--- config.mk ---
export PLATFORM = sky130hd
export DESIGN_NAME = instr_fetch_queue
export DESIGN_NICKNAME = d
export VERILOG_FILES = /design/src/rtl/core1_pkg.sv /design/src/rtl/ifq_fifo.sv /design/src/rtl/instr_fetch_queue.sv
export SDC_FILE = /design/constraint.sdc
export NUM_CORES = 1
export LEC_CHECK = 0
export ABC_AREA = 1
export BUFFER_PORTS_ARGS = -buffer_cell sky130_fd_sc_hd__buf_2
export CAP_MARGIN = 20
export CORE_ASPECT_RATIO = 0.75
export CORE_MARGIN = 1
export CORE_UTILIZATION = 55
export DETAILED_ROUTE_END_ITERATION = 10
export HOLD_SLACK_MARGIN = 0.08
export PLACE_DENSITY = 0.78
export RECOVER_POWER = 25
export SLEW_MARGIN = 20
export SYNTH_ARGS = -nofsm -noshare
export SYNTH_HDL_FRONTEND = slang
export SYNTH_SLANG_ARGS = --single-unit
--- constraint.sdc ---
create_clock -name clk -period 6.93 [get_ports clk]
set_input_delay 0 -clock clk [delete_from_list [all_inputs] [get_ports clk]]
set_output_delay 0 -clock clk [all_outputs]
set_load 0.03 [all_outputs]
--- src/rtl/core1_pkg.sv ---
// Shared core1 definitions: fetch-queue FSM states, instruction word geometry
// and the field split seen by the downstream splitter.
package core1_pkg;

  typedef enum logic [1:0] {
    IDLE  = 2'd0,
    RUN   = 2'd1,
    FLUSH = 2'd2
  } ifq_state_t;

  localparam int WORD_W      = 32;
  localparam int INSTR_ALIGN = 4;
  localparam int IMM16_LSB   = 0;
  localparam int FIELD8_LSB  = 16;
  localparam int FLAG_BIT    = 24;

  typedef struct packed {
    logic        flag;
    logic [7:0]  field8;
    logic [15:0] imm16;
  } instr_fields_t;

  function automatic instr_fields_t split_instr(input logic [WORD_W-1:0] w);
    instr_fields_t f;
    f.imm16  = w[IMM16_LSB +: 16];
    f.field8 = w[FIELD8_LSB +: 8];
    f.flag   = w[FLAG_BIT];
    return f;
  endfunction

endpackage

--- src/rtl/ifq_fifo.sv ---
// In-order prefetch storage for the fetch queue: DEPTH entries of {pc, word},
// wrapping pointers, occupancy count and a single-cycle flush.
module ifq_fifo #(
  parameter int DEPTH  = 4,
  parameter int DATA_W = 64,
  localparam int PTR_W = $clog2(DEPTH),
  localparam int CNT_W = $clog2(DEPTH) + 1
) (
  input  logic              clk,
  input  logic              rst,
  input  logic              flush,
  input  logic              push,
  input  logic              pop,
  input  logic [DATA_W-1:0] wdata,
  output logic [DATA_W-1:0] rdata,
  output logic [CNT_W-1:0]  count
);

  logic [DATA_W-1:0] mem [DEPTH];
  logic [PTR_W-1:0]  wr_ptr, rd_ptr;

  // Storage carries no reset; the top gates every read with the count.
  always_ff @(posedge clk) begin
    if (push && !flush) mem[wr_ptr] <= wdata;
  end

  always_ff @(posedge clk or posedge rst) begin
    if (rst) begin
      wr_ptr <= '0;
      rd_ptr <= '0;
      count  <= '0;
    end else if (flush) begin
      wr_ptr <= '0;
      rd_ptr <= '0;
      count  <= '0;
    end else begin
      if (push) wr_ptr <= wr_ptr + PTR_W'(1);
      if (pop)  rd_ptr <= rd_ptr + PTR_W'(1);
      count <= count + CNT_W'(push) - CNT_W'(pop);
    end
  end

  assign rdata = mem[rd_ptr];

endmodule

--- src/rtl/instr_fetch_queue.sv ---
// core1 fetch stage: sequential word fetch, in-order prefetch queue, redirect flush.
// Build option IFQ_BYPASS_EN forwards a response straight to the consumer when the queue is empty.
module instr_fetch_queue
  import core1_pkg::*;
#(
  parameter int               DEPTH    = 4,
  parameter int               ADDR_W   = 32,
  parameter logic [ADDR_W-1:0] RESET_PC = '0
) (
  input  logic              clk,
  input  logic              rst,
  input  logic              enable,
  input  logic              redirect_valid,
  input  logic [ADDR_W-1:0] redirect_pc,
  output logic              mem_req,
  output logic [ADDR_W-1:0] mem_addr,
  input  logic              mem_gnt,
  input  logic              mem_rvalid,
  input  logic [WORD_W-1:0] mem_rdata,
  output logic              instr_valid,
  output logic [WORD_W-1:0] instr_word,
  output logic [ADDR_W-1:0] instr_pc,
  input  logic              instr_ready,
  output ifq_state_t        dbg_state
);

  localparam int CNT_W = $clog2(DEPTH) + 1;
  localparam int SUM_W = CNT_W + 1;

  ifq_state_t              state, state_nx;
  logic [ADDR_W-1:0]       pc, resp_pc, head_pc;
  logic [WORD_W-1:0]       head_word;
  logic [CNT_W-1:0]        outstanding, drop_cnt, out_nx, drop_nx, occ;
  logic                    grant, resp, accept, push, pop, q_valid;

  // Handshakes: a transfer happens on a cycle where valid & ready (mem_req & mem_gnt,
  // instr_valid & instr_ready); responses carry no ready and arrive in request order.
  assign grant   = mem_req & mem_gnt;
  assign resp    = mem_rvalid & (outstanding != '0);
  assign accept  = resp & (drop_cnt == '0) & ~redirect_valid;
  assign out_nx  = outstanding + CNT_W'(grant) - CNT_W'(resp);
  assign q_valid = (occ != '0);

  always_comb begin
    drop_nx = drop_cnt;
    if (redirect_valid)               drop_nx = out_nx;
    else if (resp && drop_cnt != '0)  drop_nx = drop_cnt - CNT_W'(1);
  end

  always_ff @(posedge clk or posedge rst) begin
    if (rst) state <= IDLE;
    else     state <= state_nx;
  end

  always_comb begin
    state_nx = state;
    case (state)
      IDLE:    if (enable) state_nx = RUN;
      RUN: begin
        if (redirect_valid && out_nx != '0)       state_nx = FLUSH;
        else if (!enable && outstanding == '0)    state_nx = IDLE;
      end
      FLUSH:   if (drop_nx == '0) state_nx = RUN;
      default: state_nx = IDLE;
    endcase
  end

  // Credit rule: queued plus in-flight words never exceed the queue depth.
  always_comb begin
    mem_req   = enable && (state != IDLE) &&
                ((SUM_W'(occ) + SUM_W'(outstanding)) < SUM_W'(DEPTH));
    mem_addr  = pc;
    dbg_state = state;
  end

  always_ff @(posedge clk or posedge rst) begin
    if (rst) begin
      pc          <= RESET_PC;
      resp_pc     <= RESET_PC;
      outstanding <= '0;
      drop_cnt    <= '0;
    end else begin
      outstanding <= out_nx;
      drop_cnt    <= drop_nx;
      if (redirect_valid) begin
        pc      <= redirect_pc & ~ADDR_W'(INSTR_ALIGN - 1);
        resp_pc <= redirect_pc & ~ADDR_W'(INSTR_ALIGN - 1);
      end else begin
        if (grant)  pc      <= pc + ADDR_W'(INSTR_ALIGN);
        if (accept) resp_pc <= resp_pc + ADDR_W'(INSTR_ALIGN);
      end
    end
  end

  ifq_fifo #(
    .DEPTH  (DEPTH),
    .DATA_W (WORD_W + ADDR_W)
  ) u_fifo (
    .clk   (clk),
    .rst   (rst),
    .flush (redirect_valid),
    .push  (push),
    .pop   (pop),
    .wdata ({resp_pc, mem_rdata}),
    .rdata ({head_pc, head_word}),
    .count (occ)
  );

  assign pop = q_valid & instr_ready;

`ifdef IFQ_BYPASS_EN
  logic bypass;
  assign bypass      = !q_valid && (state == RUN) && accept;
  assign push        = accept && !(bypass && instr_ready);
  assign instr_valid = q_valid || bypass;
  assign instr_word  = q_valid ? head_word : (bypass ? mem_rdata : '0);
  assign instr_pc    = q_valid ? head_pc   : (bypass ? resp_pc   : '0);
`else
  assign push        = accept;
  assign instr_valid = q_valid;
  assign instr_word  = q_valid ? head_word : '0;
  assign instr_pc    = q_valid ? head_pc   : '0;
`endif

  // A response with nothing outstanding is a protocol violation by the memory.
  assert property (@(posedge clk) disable iff (rst) !(mem_rvalid && outstanding == '0));

endmodule

; ---- Word level (Yosys, flattened, before mapping)
; Memory sizes are Yosys's and may differ from the RTL's.
; Index checks and enable logic that the tools add are counted.
[totals]
rom_bits = 0
ram_bits = 256
latchBits = 0
mem_count = 1
regBits = 79
out_inout_bits = 100
[memory_table]
columns = memory, depth, word_bits, rd, rd_ports_with_merged_regs, write_ports, line
row1 = u_fifo.mem, 4, 64, 1, 0, 1, ifq_fifo.sv:19  ; logic [DATA_W-1:0] mem [DEPTH];
[op_classes]
shift = 0
div = 0
bitwise_logic = 6
n_lt_le_gt_ge = 1
addsub = 10
reduce_logical = 21
eq_ne = 5
mul = 0
n_mux = 20
[op_table]
columns = cell, count
row1 = $mux 32, 6
row2 = $add 32x3->32 const B, 2
row3 = $mux 2, 8
row4 = $reduce_bool 3->1, 4
row5 = $logic_not 3->1, 3
row6 = $mux 3, 3
row7 = $reduce_bool 2->1, 4
row8 = $add 3x1->3, 2
row9 = $logic_and 1x1->1, 6
row10 = $pmux 2 s3, 1
row11 = $sub 3x1->3, 2
row12 = $and 1x1->1, 5
row13 = $add 2x1->2 const B, 2
row14 = $add 3x3->4, 1
row15 = $lt 4x3->1 const B, 1
row16 = $ne 2x2->1 const B, 2
row17 = $ne 3x3->1 const B, 1
row18 = $reduce_and 3->1, 1
row19 = $sub 3x1->3 const B, 1
row20 = $eq 2x1->1 const B, 1
row21 = $eq 2x2->1 const B, 1
row22 = $logic_not 1->1, 2
row23 = $logic_not 2->1, 1
row24 = $mux 1, 2
row25 = $not 1->1, 1

; ---- Logic depth before layout (Yosys ltp)
[logic_depth]
depth_word = 10
mapped_depth = 18

; ---- By module
; Synthesis repeated with hierarchy kept, for this count alone.
[unflattened]
cells_unflattened = 1601
area_unflattened_um2 = 15750.1
[modules_own_cells]
columns = mod, cells_per_inst, n_inst, area_each_um2
row1 = ifq_fifo, 799, 1, 10538.9
row2 = instr_fetch_queue, 802, 1, 5211.2

; ---- Worst setup path after synthesis
; OpenSTA, ideal clock, no wires.
[synth_path]
path_type = register -> register
start = register drop_cnt[0]
end = memory u_fifo.mem[0][0] (enable)
setup_time_ps = 482
path_stages_with_launch = 9
t_arrival_ps = 3885
setup_slack_ps = 2563
period_less_slack_ps = 4367
cell_sequence = dfrtp_1 > inv_1 > ha_1 > nand2_1 > nor2_2 > inv_2 > nor2_1 > inv_1 > nor2_1
[synth_between]
elab_chain_len = 6
[synth_lines]
columns = item, line
row1 = "start, declared", instr_fetch_queue.sv:33  ; logic [CNT_W-1:0] outstanding, drop_cnt, out_nx, drop_nx, occ;
row2 = "start signal, assigned", instr_fetch_queue.sv:84  ; drop_cnt <= drop_nx;
row3 = $logic_not 3->1, instr_fetch_queue.sv:40  ; assign accept = resp & (drop_cnt == '0) & ~redirect_valid;
row4 = $and 1x1->1 (2 in a row), instr_fetch_queue.sv:40
row5 = $logic_and 1x1->1, ifq_fifo.sv:24  ; if (push && !flush) mem[wr_ptr] <= wdata;
row6 = $mux 1, ifq_fifo.sv:24
row7 = $mux 1 (implied by the code), ifq_fifo.sv:24
row8 = "end, declared", ifq_fifo.sv:19
; No other way between the ends.

; ---- Worst setup path after layout
[layout_path]
start = register drop_cnt[0]
end = memory u_fifo.mem[3][61] (enable)
; Same word-level chain as after synthesis.

==> results_dict.tcl <==
set metrics [dict create \
    p_seq_frac 0.393 \
    initial_core_util 0.5620 \
    cts_sinks 323 \
    yosysSeqAreaShare 0.6372 \
    wl_met3_um 2963 \
    combPwrFrac 0.314 \
    met2_length_um 17540 \
    die_h_um 143.3 \
    timing_worst_slew_pin_value_ns 0.9934 \
    drc 0 \
    die_w_um 190.3 \
    crit_path_frequent_cell "inv_1" \
    outcome "finished clean" \
    ant_nets 0 \
    grt_pass1_vias 10810 \
    synth.distinct_cells 40 \
    clk_path_buf_depth 3 \
    path_delay_family "simple AND/OR/NAND/NOR gates" \
    track_usage 0.2689 \
    ioPinCount 171 \
    crit_required_ns 7.13 \
    clockRootBuffer "clkbuf_16" \
    syn_area_per_cell_um2 9.934 \
    cp-end-kind "flip-flop" \
    cts_made_buffers 31 \
    drv_slew 0 \
    routed_wl_um 36800 \
    yosysMostFrequentCell "nor2_1" \
    num-nets-final 1775 \
    p_per_area_nw_per_um2 350.3 \
    m1WireLength_um 15360 \
    slowest_delay_ns 0.77 \
    firstDrtPassIters 5 \
    worstSetupPathType "flip-flop to flip-flop" \
    hold_violations 0 \
    p_clk_frac 0.292 \
    synthTopCellsByArea "edfxtp_1 51%, dfrtp_1 13%, nor2_1 8.3%" \
    path_buf_inv 4 \
    grt_max_degree 87 \
    grt_antenna_before_repair 0 \
    fin_crit_ns 3.926 \
    slew_headroom 0.3377 \
    power.total_mw 6.128 \
    post-route-util 0.6719 \
    crit_path_start_kind "flip-flop" \
    cp_cell_sequence "inv_1 -> ha_1 -> nand2_1 -> nor2_2 -> inv_2 -> nor2_1 -> inv_1 -> nor2_4 -> buf_4" \
    setup_viol 0 \
    yosysWarnings 0 \
    core_um2 26040 \
    synth-seq-cells 323 \
    cap_violations 0 \
    diodes 0 \
    netlist_instances 1473 \
    synth_top_cell_by_area "edfxtp_1" \
    grt-ovfl-total 0 \
    place.gp.congestion 0.9295 \
    port_buffers 164 \
    syn_to_final_growth_pct 19.55 \
    grt_pass1_wl_um 57150 \
    synth-edff-count 248 \
    arrival_ns 4.12 \
    netlist.area_leader.share 0.5089 \
    synth_area_um2 14630 \
    synthFlopType "edfxtp_1" \
    dieArea_um2 27270 \
    critPathSlowestCell "nor2_4" \
    highest_layer "met4" \
    fmax_mhz 254.7 \
    fin_worst_skew_ns 0.01190 \
    ir_worst_vdd_v 0.0002913 \
    drive_gt1_frac 0.1332 \
    vias 11510 \
    rsz0062_at_grt "no" \
    internal_power_mw 3.805 \
    worstPathMaxFanout 33 \
    tns_ns 0 \
    row_count 51 \
    dp_hpwl_um 22070 \
    synth_common_cells "322 x nor2_1, 248 x edfxtp_1, 212 x nand2_1" \
    p_sw_frac 0.3790 \
    p_sw_mw 2.322 \
    avgRoutedWirePerCell_um 17.90 \
    holdCritPathClass "input pin to flip-flop" \
    cts.clk_slew.worst_paths_ns 0.07 \
    async_flop_share 0.2322 \
    cts_tree "done" \
    clkLatencyLatePin_ns 0.56 \
    p_leak_nw 6.856 \
    fill_cells 1989 \
    drt_iter0_drc 1262 \
    period_share 0.5665 \
    via_per_inst 5.600 \
    htree_levels 1 \
]
## flip-flops by register name, indices dropped and copies added, names as in the netlist
name	count
drop_cnt	3
resp_pc	30
mem_addr	30
u_fifo.rd_ptr	2
outstanding	3
u_fifo.count	3
dbg_state	2
u_fifo.wr_ptr	2
u_fifo.mem	248
## power by group through the flow
stage               clock network (mW)  logic, mW  registers [mW]
global placement                     0       1.85            2.44
global route                      1.88       2.09            2.43
detailed placement                   0       1.88            2.44
finish                            1.79       1.93            2.41
floorplan                            0       1.28            2.45
CTS                               1.81       1.93            2.41
## final timing paths
path / from / endpoint / slack (ns) / depth (start not counted)
max: drop_cnt[0] / u_fifo.mem[3][61] / 3.00 / 9
min reg2reg: dbg_state[1] / dbg_state[1] / 0.49 / 1
min in group asynchronous: rst / mem_addr[30] / 0.52 / 4
min: redirect_valid / u_fifo.count[0] / 0.10 / 2
max in group asynchronous: rst / u_fifo.rd_ptr[0] / 5.28 / 5
max reg2reg: drop_cnt[0] / u_fifo.mem[3][61] / 3.00 / 9
## cells by family (layout without fill, tap and decap cells)
family	Yosys count	after routing	synth area share
flops	323	323	0.6372
other cells	1	4	0.0002563
buf+inv	171	407	0.04660
fa+ha+maj	16	16	0.01471
xor+xnor	12	12	0.007183
simple gates	668	668	0.1903
compound gates	282	282	0.1038
## worst register-to-register path, cell delays in order (launching register included)
cell and delay [ns]:
dfrtp_1 0.39, inv_1 0.10, ha_1 0.15, nand2_1 0.13, nor2_2 0.61, inv_2 0.25, nor2_1 0.28, inv_1 0.26
nor2_4 0.78, buf_4 0.60
## metal layers
layer | GRT usage | vias to the layer above
met2 | 0.4480 | 507
met4 | 0.07242 | 0
met3 | 0.04522 | 80
met1 | 0.3662 | 5464
met5 | 0 | -
li1 | - | 5463
## cell usage in the layout (no fill, tap or decap), drive strengths merged, types with 12 or more instances in the layout
master / n
a21oi: 88
buf: 144
clkbuf: 67
dfrtp: 75
dlygate4sd3: 70
edfxtp: 248
ha: 14
inv: 108
nand2: 219
nand3: 67
nand4: 12
nor2: 330
nor3: 28
o211ai: 21
o21ai: 149
## stage by stage
| step | instances | cell area (um2) | setup slack [ns] | hold slack (ns) |
|---|---|---|---|---|
| finish | 2056 | 17490 | 3.004 | 0.1019 |
| global route | 2056 | 17490 | 2.781 | 0.1409 |
| CTS | 2055 | 17510 | 2.946 | 0.08455 |
| detailed placement | 1928 | 15730 | 2.969 | -0.01710 |
| global placement | 1928 | 15730 | 3.055 | -0.02051 |
| floorplan | 1476 | 14640 | 2.563 | 0.09887 |
## timing repair
action | CTS | global route
gates resized for setup | 0 | 0
setup buffers | 0 | 0
endpoints found under the hold margin | 270 | 0
hold buffers | 70 | 0
## final cells by class
class	instances	area (um2)	share of cell area
clock buffer	35	790.8	0.04520
clock inverter	22	284.0	0.01624
inverter	104	391.6	0.02239
multi-input combinational	982	4676	0.2673
sequential	323	9329	0.5333
tap	344	430.4	0.02460
timing repair buffer	246	1592	0.09098
Power figures use the tool's default switching activity.
